File: src/rtl/regfile_writeback.sv
// Purpose : write-side front end of the 2R/1W register file; buffers writeback requests in order and drives one write per cycle.
// Latency : an entry accepted at edge N pops at edge N+1 at the earliest (o_we high N+1..N+2), committed by the regfile at N+2.
// Backpr. : o_ready drops when the queue is full, during i_flush and while in reset; i_stall holds entries in the queue.
//
// Ports:
//   r_clk / r_rst             clock, asynchronous active-low reset
//   i_valid/o_ready/i_addr/i_data   writeback request handshake
//   i_stall / i_flush         pop inhibit / synchronous queue clear
//   o_we/o_addr_rd/o_data_rd  registered register file write port
//   o_count / o_empty         queue occupancy
//   i_addr_rs*/o_hit_rs*/o_data_rs*  read bypass of pending writes
//
// Build option: define WB_BYPASS_EN to build the bypass search; without it
// the bypass outputs are tied to zero.
module regfile_writeback #(
    parameter int AWIDTH = 5,
    parameter int DWIDTH = 32,
    parameter int DEPTH  = 4
) (
    input  logic                     r_clk,
    input  logic                     r_rst,
    input  logic                     i_valid,
    output logic                     o_ready,
    input  logic [AWIDTH-1:0]        i_addr,
    input  logic [DWIDTH-1:0]        i_data,
    input  logic                     i_stall,
    input  logic                     i_flush,
    output logic                     o_we,
    output logic [AWIDTH-1:0]        o_addr_rd,
    output logic [DWIDTH-1:0]        o_data_rd,
    output logic [$clog2(DEPTH):0]   o_count,
    output logic                     o_empty,
    input  logic [AWIDTH-1:0]        i_addr_rs1,
    input  logic [AWIDTH-1:0]        i_addr_rs2,
    output logic                     o_hit_rs1,
    output logic                     o_hit_rs2,
    output logic [DWIDTH-1:0]        o_data_rs1,
    output logic [DWIDTH-1:0]        o_data_rs2
);

    localparam int PW = $clog2(DEPTH);
    localparam int CW = PW + 1;

    logic [AWIDTH-1:0] r_mem_addr [DEPTH];
    logic [DWIDTH-1:0] r_mem_data [DEPTH];
    logic [PW-1:0]     r_head;
    logic [PW-1:0]     r_tail;
    logic [CW-1:0]     r_count;
    logic              r_we;
    logic [AWIDTH-1:0] r_addr_rd;
    logic [DWIDTH-1:0] r_data_rd;

    logic w_full;
    logic w_push;
    logic w_pop;

    // Ready looks only at the registered count: a pop in the same cycle
    // never frees a slot for a push while full.
    assign w_full  = (r_count == CW'(DEPTH));
    assign o_ready = !w_full && !i_flush && r_rst;

    // Writes to x0 complete the handshake but are never stored.
    assign w_push  = i_valid && o_ready && (i_addr != '0);
    assign w_pop   = !i_stall && (r_count != '0) && !i_flush;

    always_ff @(posedge r_clk or negedge r_rst) begin
        if (!r_rst) begin
            r_head    <= '0;
            r_tail    <= '0;
            r_count   <= '0;
            r_we      <= 1'b0;
            r_addr_rd <= '0;
            r_data_rd <= '0;
        end else if (i_flush) begin
            r_head  <= '0;
            r_tail  <= '0;
            r_count <= '0;
            r_we    <= 1'b0;
        end else begin
            if (w_push) begin
                r_tail <= r_tail + PW'(1);
            end
            if (w_pop) begin
                r_head    <= r_head + PW'(1);
                r_we      <= 1'b1;
                r_addr_rd <= r_mem_addr[r_head];
                r_data_rd <= r_mem_data[r_head];
            end else begin
                r_we <= 1'b0;
            end
            case ({w_push, w_pop})
                2'b10:   r_count <= r_count + CW'(1);
                2'b01:   r_count <= r_count - CW'(1);
                default: r_count <= r_count;
            endcase
        end
    end

    // Storage needs no reset: entries are only read when counted valid.
    always_ff @(posedge r_clk) begin
        if (w_push) begin
            r_mem_addr[r_tail] <= i_addr;
            r_mem_data[r_tail] <= i_data;
        end
    end

    assign o_we      = r_we;
    assign o_addr_rd = r_addr_rd;
    assign o_data_rd = r_data_rd;
    assign o_count   = r_count;
    assign o_empty   = (r_count == '0);

`ifdef WB_BYPASS_EN
    logic              w_hit_rs1;
    logic              w_hit_rs2;
    logic [DWIDTH-1:0] w_data_rs1;
    logic [DWIDTH-1:0] w_data_rs2;
    logic [PW-1:0]     w_idx;

    // Scan oldest to newest so later matches override earlier ones; the
    // output register is the oldest pending write and is seeded first.
    always_comb begin
        w_hit_rs1  = 1'b0;
        w_hit_rs2  = 1'b0;
        w_data_rs1 = '0;
        w_data_rs2 = '0;
        w_idx      = '0;
        if (r_we && (r_addr_rd == i_addr_rs1)) begin
            w_hit_rs1  = 1'b1;
            w_data_rs1 = r_data_rd;
        end
        if (r_we && (r_addr_rd == i_addr_rs2)) begin
            w_hit_rs2  = 1'b1;
            w_data_rs2 = r_data_rd;
        end
        for (int i = 0; i < DEPTH; i++) begin
            w_idx = r_head + PW'(i);
            if (CW'(i) < r_count) begin
                if (r_mem_addr[w_idx] == i_addr_rs1) begin
                    w_hit_rs1  = 1'b1;
                    w_data_rs1 = r_mem_data[w_idx];
                end
                if (r_mem_addr[w_idx] == i_addr_rs2) begin
                    w_hit_rs2  = 1'b1;
                    w_data_rs2 = r_mem_data[w_idx];
                end
            end
        end
        // x0 always reads as zero, so it must never be forwarded.
        if (i_addr_rs1 == '0) begin
            w_hit_rs1  = 1'b0;
            w_data_rs1 = '0;
        end
        if (i_addr_rs2 == '0) begin
            w_hit_rs2  = 1'b0;
            w_data_rs2 = '0;
        end
    end

    assign o_hit_rs1  = w_hit_rs1;
    assign o_hit_rs2  = w_hit_rs2;
    assign o_data_rs1 = w_data_rs1;
    assign o_data_rs2 = w_data_rs2;
`else
    logic w_unused_bypass;
    assign w_unused_bypass = ^{i_addr_rs1, i_addr_rs2};

    assign o_hit_rs1  = 1'b0;
    assign o_hit_rs2  = 1'b0;
    assign o_data_rs1 = '0;
    assign o_data_rs2 = '0;
`endif

endmodule
File: config.mk
export PLATFORM = sky130hd
export DESIGN_NAME = regfile_writeback
export DESIGN_NICKNAME = d
export VERILOG_FILES = /design/src/rtl/regfile_writeback.sv
export SDC_FILE = /design/constraint.sdc
export NUM_CORES = 1
export LEC_CHECK = 0
export ABC_AREA = 1
export BUFFER_PORTS_ARGS = -buffer_cell sky130_fd_sc_hd__buf_2
export CAP_MARGIN = 0
export CORE_ASPECT_RATIO = 1.1
export CORE_MARGIN = 2
export CORE_UTILIZATION = 45
export CTS_CLUSTER_SIZE = 14
export DETAILED_ROUTE_END_ITERATION = 16
export HOLD_SLACK_MARGIN = 0.1
export PLACE_DENSITY = 0.67
export RECOVER_POWER = 100
export SLEW_MARGIN = 20
export SYNTH_ARGS = -nofsm -noshare
export SYNTH_HDL_FRONTEND = slang
export SYNTH_SLANG_ARGS = --single-unit
File: constraint.sdc
create_clock -name r_clk -period 3.1 [get_ports r_clk]
set_input_delay 0.62 -clock r_clk [delete_from_list [all_inputs] [get_ports r_clk]]
set_output_delay 0.62 -clock r_clk [all_outputs]
set_load 0.01 [all_outputs]
==> impl_metrics.csv, run 1 <==
group,metric,value,unit
synth,syn-cell-area,0.00795,mm2
layout,syn_to_final_growth,11.2,%
synth,syn_avg_cell_area,12.1,um2
routing,drtPass1Iterations,5,
global_route,overflow,0,
die,start_util,46.4,%
worst_setup_path,ff2ff_path_depth,7,
routing,drt-wirelength-per-cell,16.3,um
worst_setup_path,startpoint_type,"input pin",
place,place_area,0.00838,mm2
layout,final_nets,797,
die,ios,161,
cts,htree_levels,4,
sta,max_slew_margin,2.38,%
status,status,"completed",
layout,antennaDiodeCount,0,
synth,synth.area.top_cells,"edfxtp_1 56%, dfrtp_1 14%, buf_4 6.5%",
synth,yosysSeqAreaShare,70.0,%
cts,hold_buffers,0,
worst_setup_path,cpMostUsedCell,"nor2_1",
synth,netlist_instances,657,
min_path,hp-start,"i_data[26]",
die,fp.coreArea,0.0171,mm2
worst_setup_path,crit_chain,"clkbuf_1 > inv_1 > nor2_1 > nand3_1 > nor2_1 > inv_1 > nor2_1 > clkbuf_2",
sta,layout_min_cycle_time,2340,ps
min_path,holdPathStages,1,
min_path,hold_end,"r_mem_data[3][26]",
worst_setup_path,r2r-start,"o_count[0]",
routing,num_vias,4833,
cts,clk_pin_slew,70,ps
layout,final_area,0.00884,mm2
place,gp_congestion,0.780,
sta,finalHoldViolCount,0,
cts,cts_sinks,193,
worst_setup_path,critPathMaxStageDelay,520,ps
global_route,grt_pass1_vias,4789,
die,dieArea,0.0188,mm2
global_route,antenna_found_initial,0,
sta,period_share,75.4,%
layout,fin_util,51.6,%
worst_setup_path,r2r-end,"r_mem_data[3][18]",
worst_setup_path,path_depth,8,
sta,worst_slack,762,ps
cts,cts_setup_buffers,0,
layout,layout-drive-gt1-share,7.70,%
worst_setup_path,r2r_setup_slack,770,ps
worst_setup_path,cp_max_fo,19,
routing,drt-total-wl,16.1,mm
worst_setup_path,critPathKind,"input pin to flip-flop",
place,hpwl,9.49,mm
worst_setup_path,worst_ep_required_time,3170,ps
worst_setup_path,slowest_stage,"clkbuf_2",
worst_setup_path,cp_num_buf_inv,4,
sta,worstMarginPinSlew,1460,ps
synth,synth_top_area_cell,"edfxtp_1",
sta,setup_violations,0,
power,power_density,686,mW/mm2
cts,clkLatencyLatePin,430,ps
cts,cts_tree,"yes",
synth,synth_top_area_share,55.9,%
sta,finalHoldWorstSlack,447,ps
die,rows,50,
worst_setup_path,crit_family,"buffers and inverters",
sta,rsz0062_at_grt,"no",
routing,ant_nets,0,
min_path,hold_class,"input pin to flip-flop",
cts,cts_resized,0,
routing,drc,0,
sta,skew,5.55,ps
die,die_h,143,um
place,dp_slack,718,ps
place,io_buffers,84,
cts,clk_path_buf_depth,2,
synth,synth.distinct_cells,25,
sta,fmax,0.428,GHz
worst_setup_path,endpoint_kind,"flip-flop",
global_route,grt_first_pass_wirelength,25.2,mm
routing,via_per_inst,4.90,
die,die_w,131,um
power,max-vdd-ir-drop,497,uV
cts,cts_buffers,17,
sta,setup_tns,0,ps
run,maxCapViolCount,0,
synth,ys_seq_elements,193,
worst_setup_path,worstPathArrival,2400,ps
power,cellLeakagePower,3.40,nW
sta,maxSlewViolCount,0,
global_route,grt_util_all_layers,18.1,%
global_route,grt_start_max_net_pins,76,
routing,drt_iter0_markers,354,
cts,cts-root-buf,"clkbuf_16",
synth,ys_warn_count,0,
==> worst max-delay path by stage <==
stage | startpoint | endpoint | slack (ps)
floorplan | r_rst | r_mem_addr[0][0] | 30
global placement | r_rst | r_mem_data[1][17] | 740
detailed placement | r_rst | r_mem_data[0][29] | 720
CTS | o_count[0] | r_mem_data[0][29] | 1070
global route | o_count[0] | r_mem_data[3][18] | 490
finish | r_rst | r_mem_data[3][18] | 760
==> worst register-to-register path, stage by stage (launching register included) <==
cell and delay (ps):
dfrtp_1 450, nor2_1 80, nand2_1 90, nand3_1 110, nor2_1 280, inv_1 250
nor2_1 180, clkbuf_2 520
==> layer usage <==
layer,vias up,wire length [um],track usage [%]
met4,0,325,7.05
li1,2294,-,-
met5,-,0,0
met2,192,7950,30.0
met3,24,975,4.54
met1,2323,6840,22.8
==> final cells by class <==
class	instances	area (um2)
inverters	17	63.8
fillers	1484	8300
clock buffers	21	460
well taps	234	293
multi-input cells	414	1850
flip-flops and latches	193	5570
clock inverters	11	130
repair buffers	97	469
==> layout by cell type (no fill, tap or decap), drive strengths merged <==
cell      netlist  final
a21oi           3      3
buf            87     12
bufinv          0      2
clkbuf         11    106
clkinv          0      4
clkinvlp        0      4
conb            1     66
dfrtp          45     45
edfxtp        148    148
fa              1      1
ha              4      4
inv            17     18
nand2         132    132
nand3           5      5
nor2           87     87
o21ai          78     78
o22ai          37     37
xnor2           1      1
==> flip-flops by register name, summed over array words and instances, names as in the netlist <==
register and cells:
r_mem_data 128, o_data_rd 32, r_mem_addr 20, o_addr_rd 5, o_count 3, r_head 2
r_tail 2, o_we 1
==> cells by family (layout without fill, tap and decap cells) <==
kind of cell    Yosys count  count (layout)  share of synthesized area (%)
simple gates            224             224                           11.0
flops                   193             193                           70.0
compound gates          118             118                           8.10
buf+inv                 115             146                           9.83
fa+ha+maj                 5               5                          0.881
other cells               1              66                         0.0471
xor+xnor                  1               1                          0.110
==> Yosys cell counts (all sizes together) <==
library cell / number
edfxtp: 148
nand2: 132
buf: 87
nor2: 87
o21ai: 78
dfrtp: 45
o22ai: 37
inv: 17
clkbuf: 11
nand3: 5
ha: 4
a21oi: 3
conb: 1
fa: 1
xnor2: 1
==> per-stage QoR <==
stage                     cells  power, mW
after floorplan             722       3.72
after global placement      955       4.00
after detailed placement    955       4.03
after CTS                   987       6.18
after global routing        987       6.35
final                       987       6.07
==> power by group <==
part	switching (mW)	internal [mW]	total (mW)
logic	0.507	0.241	0.748
clock network	0.925	1.23	2.16
registers	0.129	3.03	3.16
total	1.56	4.51	6.07
Power figures use the tool's default switching activity.
==> run 2, diff against run 1 <==
==> constraint.sdc (replaced) <==
create_clock -name r_clk -period 2.4 [get_ports r_clk]
set_input_delay 0.48 -clock r_clk [delete_from_list [all_inputs] [get_ports r_clk]]
set_output_delay 0.48 -clock r_clk [all_outputs]
set_load 0.01 [all_outputs]
==> run 2 against run 1 <==
  * Combinational power rose by 29%
  * Sequential share of layout area about the same
  * Largest power group unchanged
  * Design area about the same
==> impl_metrics.csv, run 2 (same netlist as run 1, synthesis figures left out) <==
group,metric,value,unit
cts,cts-root-buf,"clkbuf_16",
power,cellLeakagePower,3.41,nW
layout,multi_input_area,0.00186,mm2
cts,cts_resized,0,
sta,rsz0062_at_grt,"no",
layout,layout-drive-gt1-share,7.57,%
worst_setup_path,startpoint_type,"flip-flop",
routing,drt-wirelength-per-cell,16.3,um
sta,period_share,88.6,%
sta,setup_violations,0,
sta,max_slew_margin,12.1,%
sta,finalHoldViolCount,0,
place,io_buffers,84,
sta,layout_min_cycle_time,2130,ps
global_route,grt_start_max_net_pins,76,
die,ios,161,
global_route,overflow,0,
die,die_w,131,um
cts,cts_setup_buffers,0,
layout,top_register,"r_mem_data",
routing,drc,0,
cts,clkLatencyLatePin,430,ps
worst_setup_path,worst_ep_required_time,2510,ps
die,die_h,143,um
layout,n_fill_cell,1470,
layout,final_common_cell,"edfxtp_1",
power,power_density,888,mW/mm2
place,place_area,0.00838,mm2
routing,drt_iter0_markers,355,
cts,htree_levels,4,
sta,skew,22.8,ps
global_route,grt_pass1_vias,4846,
global_route,grt_util_all_layers,17.7,%
routing,via_per_inst,4.91,
place,gp_congestion,0.773,
place,dp_slack,70.7,ps
sta,maxSlewViolCount,0,
layout,regArea,0.00557,mm2
layout,final_area,0.00884,mm2
layout,fin_util,51.6,%
routing,num_vias,4845,
min_path,hold_class,"input pin to flip-flop",
die,rows,50,
global_route,antenna_found_initial,1,
place,hpwl,9.52,mm
routing,ant_nets,0,
layout,antennaDiodeCount,0,
run,maxCapViolCount,0,
die,fp.coreArea,0.0171,mm2
status,status,"completed",
cts,cts_buffers,17,
layout,final_nets,797,
routing,drtPass1Iterations,4,
die,start_util,46.4,%
worst_setup_path,worstPathArrival,2240,ps
sta,fmax,0.470,GHz
cts,cts_tree,"yes",
cts,clk_path_buf_depth,2,
layout,largest_reg_flops,128,
cts,hold_buffers,0,
layout,syn_to_final_growth,11.2,%
layout,final_cell_mix,"148 x edfxtp_1, 131 x nand2_1, 83 x clkbuf_1",
cts,clk_pin_slew,60,ps
sta,worstMarginPinSlew,1320,ps
cts,cts_sinks,193,
die,dieArea,0.0188,mm2
worst_setup_path,endpoint_kind,"flip-flop",
routing,drt-total-wl,16.1,mm
worst_setup_path,cp_max_fo,22,
worst_setup_path,critPathKind,"flip-flop to flip-flop",
global_route,grt_first_pass_wirelength,24.9,mm
power,max-vdd-ir-drop,628,uV
sta,worst_slack,273,ps
[run 2: cell types whose count changed in the layout (fill, tap and decap cells not counted), sizes merged]
cell      change
clkinv        +4
clkbuf        -2
buf           -1
bufinv        +1
clkinvlp      -1
inv           -1
[run 2: final timing paths]
check | start | endpoint | slack [ps] | depth (start not counted)
worst max-delay path | o_count[0] | r_mem_data[0][5] | 270 | 7
worst min-delay path | i_data[14] | r_mem_data[3][14] | 310 | 1
worst max register to register | o_count[0] | r_mem_data[0][5] | 270 | 7
worst min register to register | o_data_rd[16] | o_data_rd[16] | 480 | 2
max in group asynchronous | r_rst | r_head[0] | 930 | 2
min in group asynchronous | r_rst | o_data_rd[16] | 600 | 2
[run 2: through the flow]
stage / setup TNS [ps] / std cells / power, mW / hold WS [ps]
2_1_floorplan: -78380 / 722 / 4.80 / 184
3_3_place_gp: 0 / 955 / 5.17 / 457
3_5_place_dp: 0 / 955 / 5.21 / 460
4_1_cts: 0 / 987 / 8.00 / 253
5_1_grt: 0 / 987 / 8.21 / 306
6_report: 0 / 987 / 7.85 / 306
[run 2: area by class of cell]
class | count | share of cell area (%)
Sequential cell | 193 | 63.0
Multi-Input combinational cell | 414 | 21.1
Timing Repair Buffer | 97 | 5.15
Clock buffer | 18 | 4.85
Tap cell | 234 | 3.31
Clock inverter | 14 | 1.88
Inverter | 17 | 0.722
[run 2: power breakdown]
group          total [mW]  switching, mW  internal (mW)
Sequential           4.08          0.167           3.92
Clock                2.80           1.17           1.63
Combinational       0.965          0.653          0.312
Total                7.85           1.99           5.86
[run 2: critical path, stage by stage, from the launching register on]
cell and delay [ps]:
dfrtp_1 440, nor2_1 80, nand2_1 90, nand3_1 150, nor2_4 180, inv_2 120, nor2_4 480, buf_12 270
[run 2: routing by layer]
metal | share of wire, % | GRT usage, % | wire (um)
met1 | 42 | 21.9 | 6700
met5 | 0.081 | 0 | 13
met4 | 1.2 | 6.22 | 200
met3 | 5.8 | 4.65 | 933
met2 | 51 | 29.9 | 8220
==> run 3, diff against run 2 <==
--- a/config.mk
+++ b/config.mk
@@ -14,6 +14,7 @@
 export CTS_CLUSTER_SIZE = 14
 export DETAILED_ROUTE_END_ITERATION = 16
 export HOLD_SLACK_MARGIN = 0.1
+export MAX_ROUTING_LAYER = met4
 export PLACE_DENSITY = 0.67
 export RECOVER_POWER = 100
 export SLEW_MARGIN = 20
==> run 3 against run 2 <==
  * Via count increased by 1.3%
  * Die area unchanged
  * Wire length increased by 0.17%
  * Worst hold slack improved by 0.90 ps
  * Combinational power about the same
  * Flip-flop and latch count unchanged
  * Fmax increased by 0.31%
  * First-iteration DRC count increased by 16%
  * Register-to-register slack about the same
==> impl_metrics.csv, run 3 (same netlist as run 1, synthesis figures left out) <==
group,metric,value,unit
status,status,"completed",
global_route,overflow,0,
worst_setup_path,cp_max_fo,22,
routing,via_per_inst,4.97,
die,fp.coreArea,0.0171,mm2
sta,skew,10.0,ps
worst_setup_path,worstPathArrival,2240,ps
worst_setup_path,crit_chain,"nor2_1 > nand2_1 > nand3_1 > nor2_4 > inv_2 > nor2_4 > buf_12",
die,rows,50,
cts,clk_pin_slew,70,ps
global_route,grt_use_met3,4.54,%
layout,syn_to_final_growth,11.2,%
sta,finalHoldViolCount,0,
layout,layout-drive-gt1-share,7.57,%
cts,clk_path_buf_depth,2,
layout,final_cell_mix,"148 x edfxtp_1, 131 x nand2_1, 83 x clkbuf_1",
routing,drc,0,
cts,cts_sinks,193,
worst_setup_path,startpoint_type,"flip-flop",
global_route,grt_start_max_net_pins,76,
worst_setup_path,critPathMaxStageDelay,490,ps
routing,drt-wirelength-per-cell,16.3,um
power,max-vdd-ir-drop,628,uV
worst_setup_path,critPathKind,"flip-flop to flip-flop",
place,hpwl,9.52,mm
cts,cts-root-buf,"clkbuf_16",
sta,layout_min_cycle_time,2120,ps
die,dieArea,0.0188,mm2
sta,rsz0062_at_grt,"no",
worst_setup_path,slowest_stage,"nor2_4",
layout,final_nets,797,
worst_setup_path,worst_ep_required_time,2520,ps
global_route,grt_first_pass_wirelength,24.9,mm
place,dp_slack,70.7,ps
die,die_h,143,um
routing,drtPass1Iterations,4,
cts,cts_setup_buffers,0,
layout,top_register,"r_mem_data",
place,gp_congestion,0.784,
die,start_util,46.4,%
cts,hold_buffers,0,
global_route,antenna_found_initial,1,
sta,setup_violations,0,
die,ios,161,
global_route,grtUsageMet1,22.0,%
sta,finalHoldWorstSlack,307,ps
power,power_density,888,mW/mm2
place,io_buffers,84,
sta,worstMarginPinSlew,1290,ps
routing,drt-total-wl,16.1,mm
layout,final_common_cell,"edfxtp_1",
global_route,grt_util_all_layers,18.2,%
layout,largest_reg_flops,128,
power,cellLeakagePower,3.41,nW
cts,htree_levels,4,
cts,cts_tree,"yes",
routing,num_vias,4906,
sta,setup_tns,0,ps
sta,max_slew_margin,14.1,%
sta,maxSlewViolCount,0,
sta,fmax,0.472,GHz
sta,period_share,88.4,%
routing,ant_nets,0,
global_route,grt_busiest_layer,"met2",
global_route,use_met2,30.0,%
routing,drt_iter0_markers,411,
cts,cts_buffers,17,
worst_setup_path,endpoint_kind,"flip-flop",
worst_setup_path,cpMostUsedCell,"nor2_4",
min_path,hold_class,"input pin to flip-flop",
die,die_w,131,um
global_route,grt_pass1_vias,4847,
sta,worst_slack,279,ps
cts,clkLatencyLatePin,430,ps
run,maxCapViolCount,0,
cts,cts_resized,0,
[run 3: cell count changes in the layout (fill, tap and decap cells not counted)]
cell     delta
diode_2     +1
[run 3: worst max-delay path, delay by kind of cell, from the launching register on]
kind | cells | cell delay, ps
buffers and inverters | 2 | 390
flip-flops | 1 | 440
AND/OR/NAND/NOR | 5 | 970
[run 3: layout make-up]
| type | count | area, um2 |
|---|---|---|
| antenna | 1 | 2.50 |
| clock buffer | 18 | 429 |
| clock inverter | 14 | 166 |
| fill | 1471 | 8300 |
| inverter | 17 | 63.8 |
| multi-input combinational | 414 | 1860 |
| sequential | 193 | 5570 |
| tap | 234 | 293 |
| timing repair buffer | 97 | 455 |
[run 3: per-layer routing]
layer	part of all wire [%]	routed length, um
met5	0	0
met4	1.7	278
met3	6.0	971
met2	50	8040
met1	42	6800
[run 3: metrics by stage]
stage	util, %	std cells	power, mW	instance area, um2
finish	51.6	988	7.86	8850
global route	51.6	988	8.21	8850
CTS	52.4	987	8.00	8980
detailed placement	48.9	955	5.21	8380
global placement	48.9	955	5.17	8380
floorplan	-	722	4.80	8200
[run 3: final timing paths]
path / slack [ps] / cells after the start / start / endpoint
min in group asynchronous: 590 / 2 / r_rst / o_data_rd[16]
max in group asynchronous: 950 / 2 / r_rst / r_head[0]
hold reg to reg: 480 / 2 / o_data_rd[16] / o_data_rd[16]
setup reg to reg: 280 / 7 / o_count[0] / r_mem_data[1][4]
setup / recovery: 280 / 7 / o_count[0] / r_mem_data[1][4]
hold / removal: 310 / 1 / i_data[31] / r_mem_data[0][31]
[run 3: power by group]
part	internal (mW)	total (mW)	switching, mW
Combinational	0.312	0.965	0.653
Clock	1.63	2.81	1.18
Sequential	3.92	4.08	0.167
Total	5.86	7.86	2.00
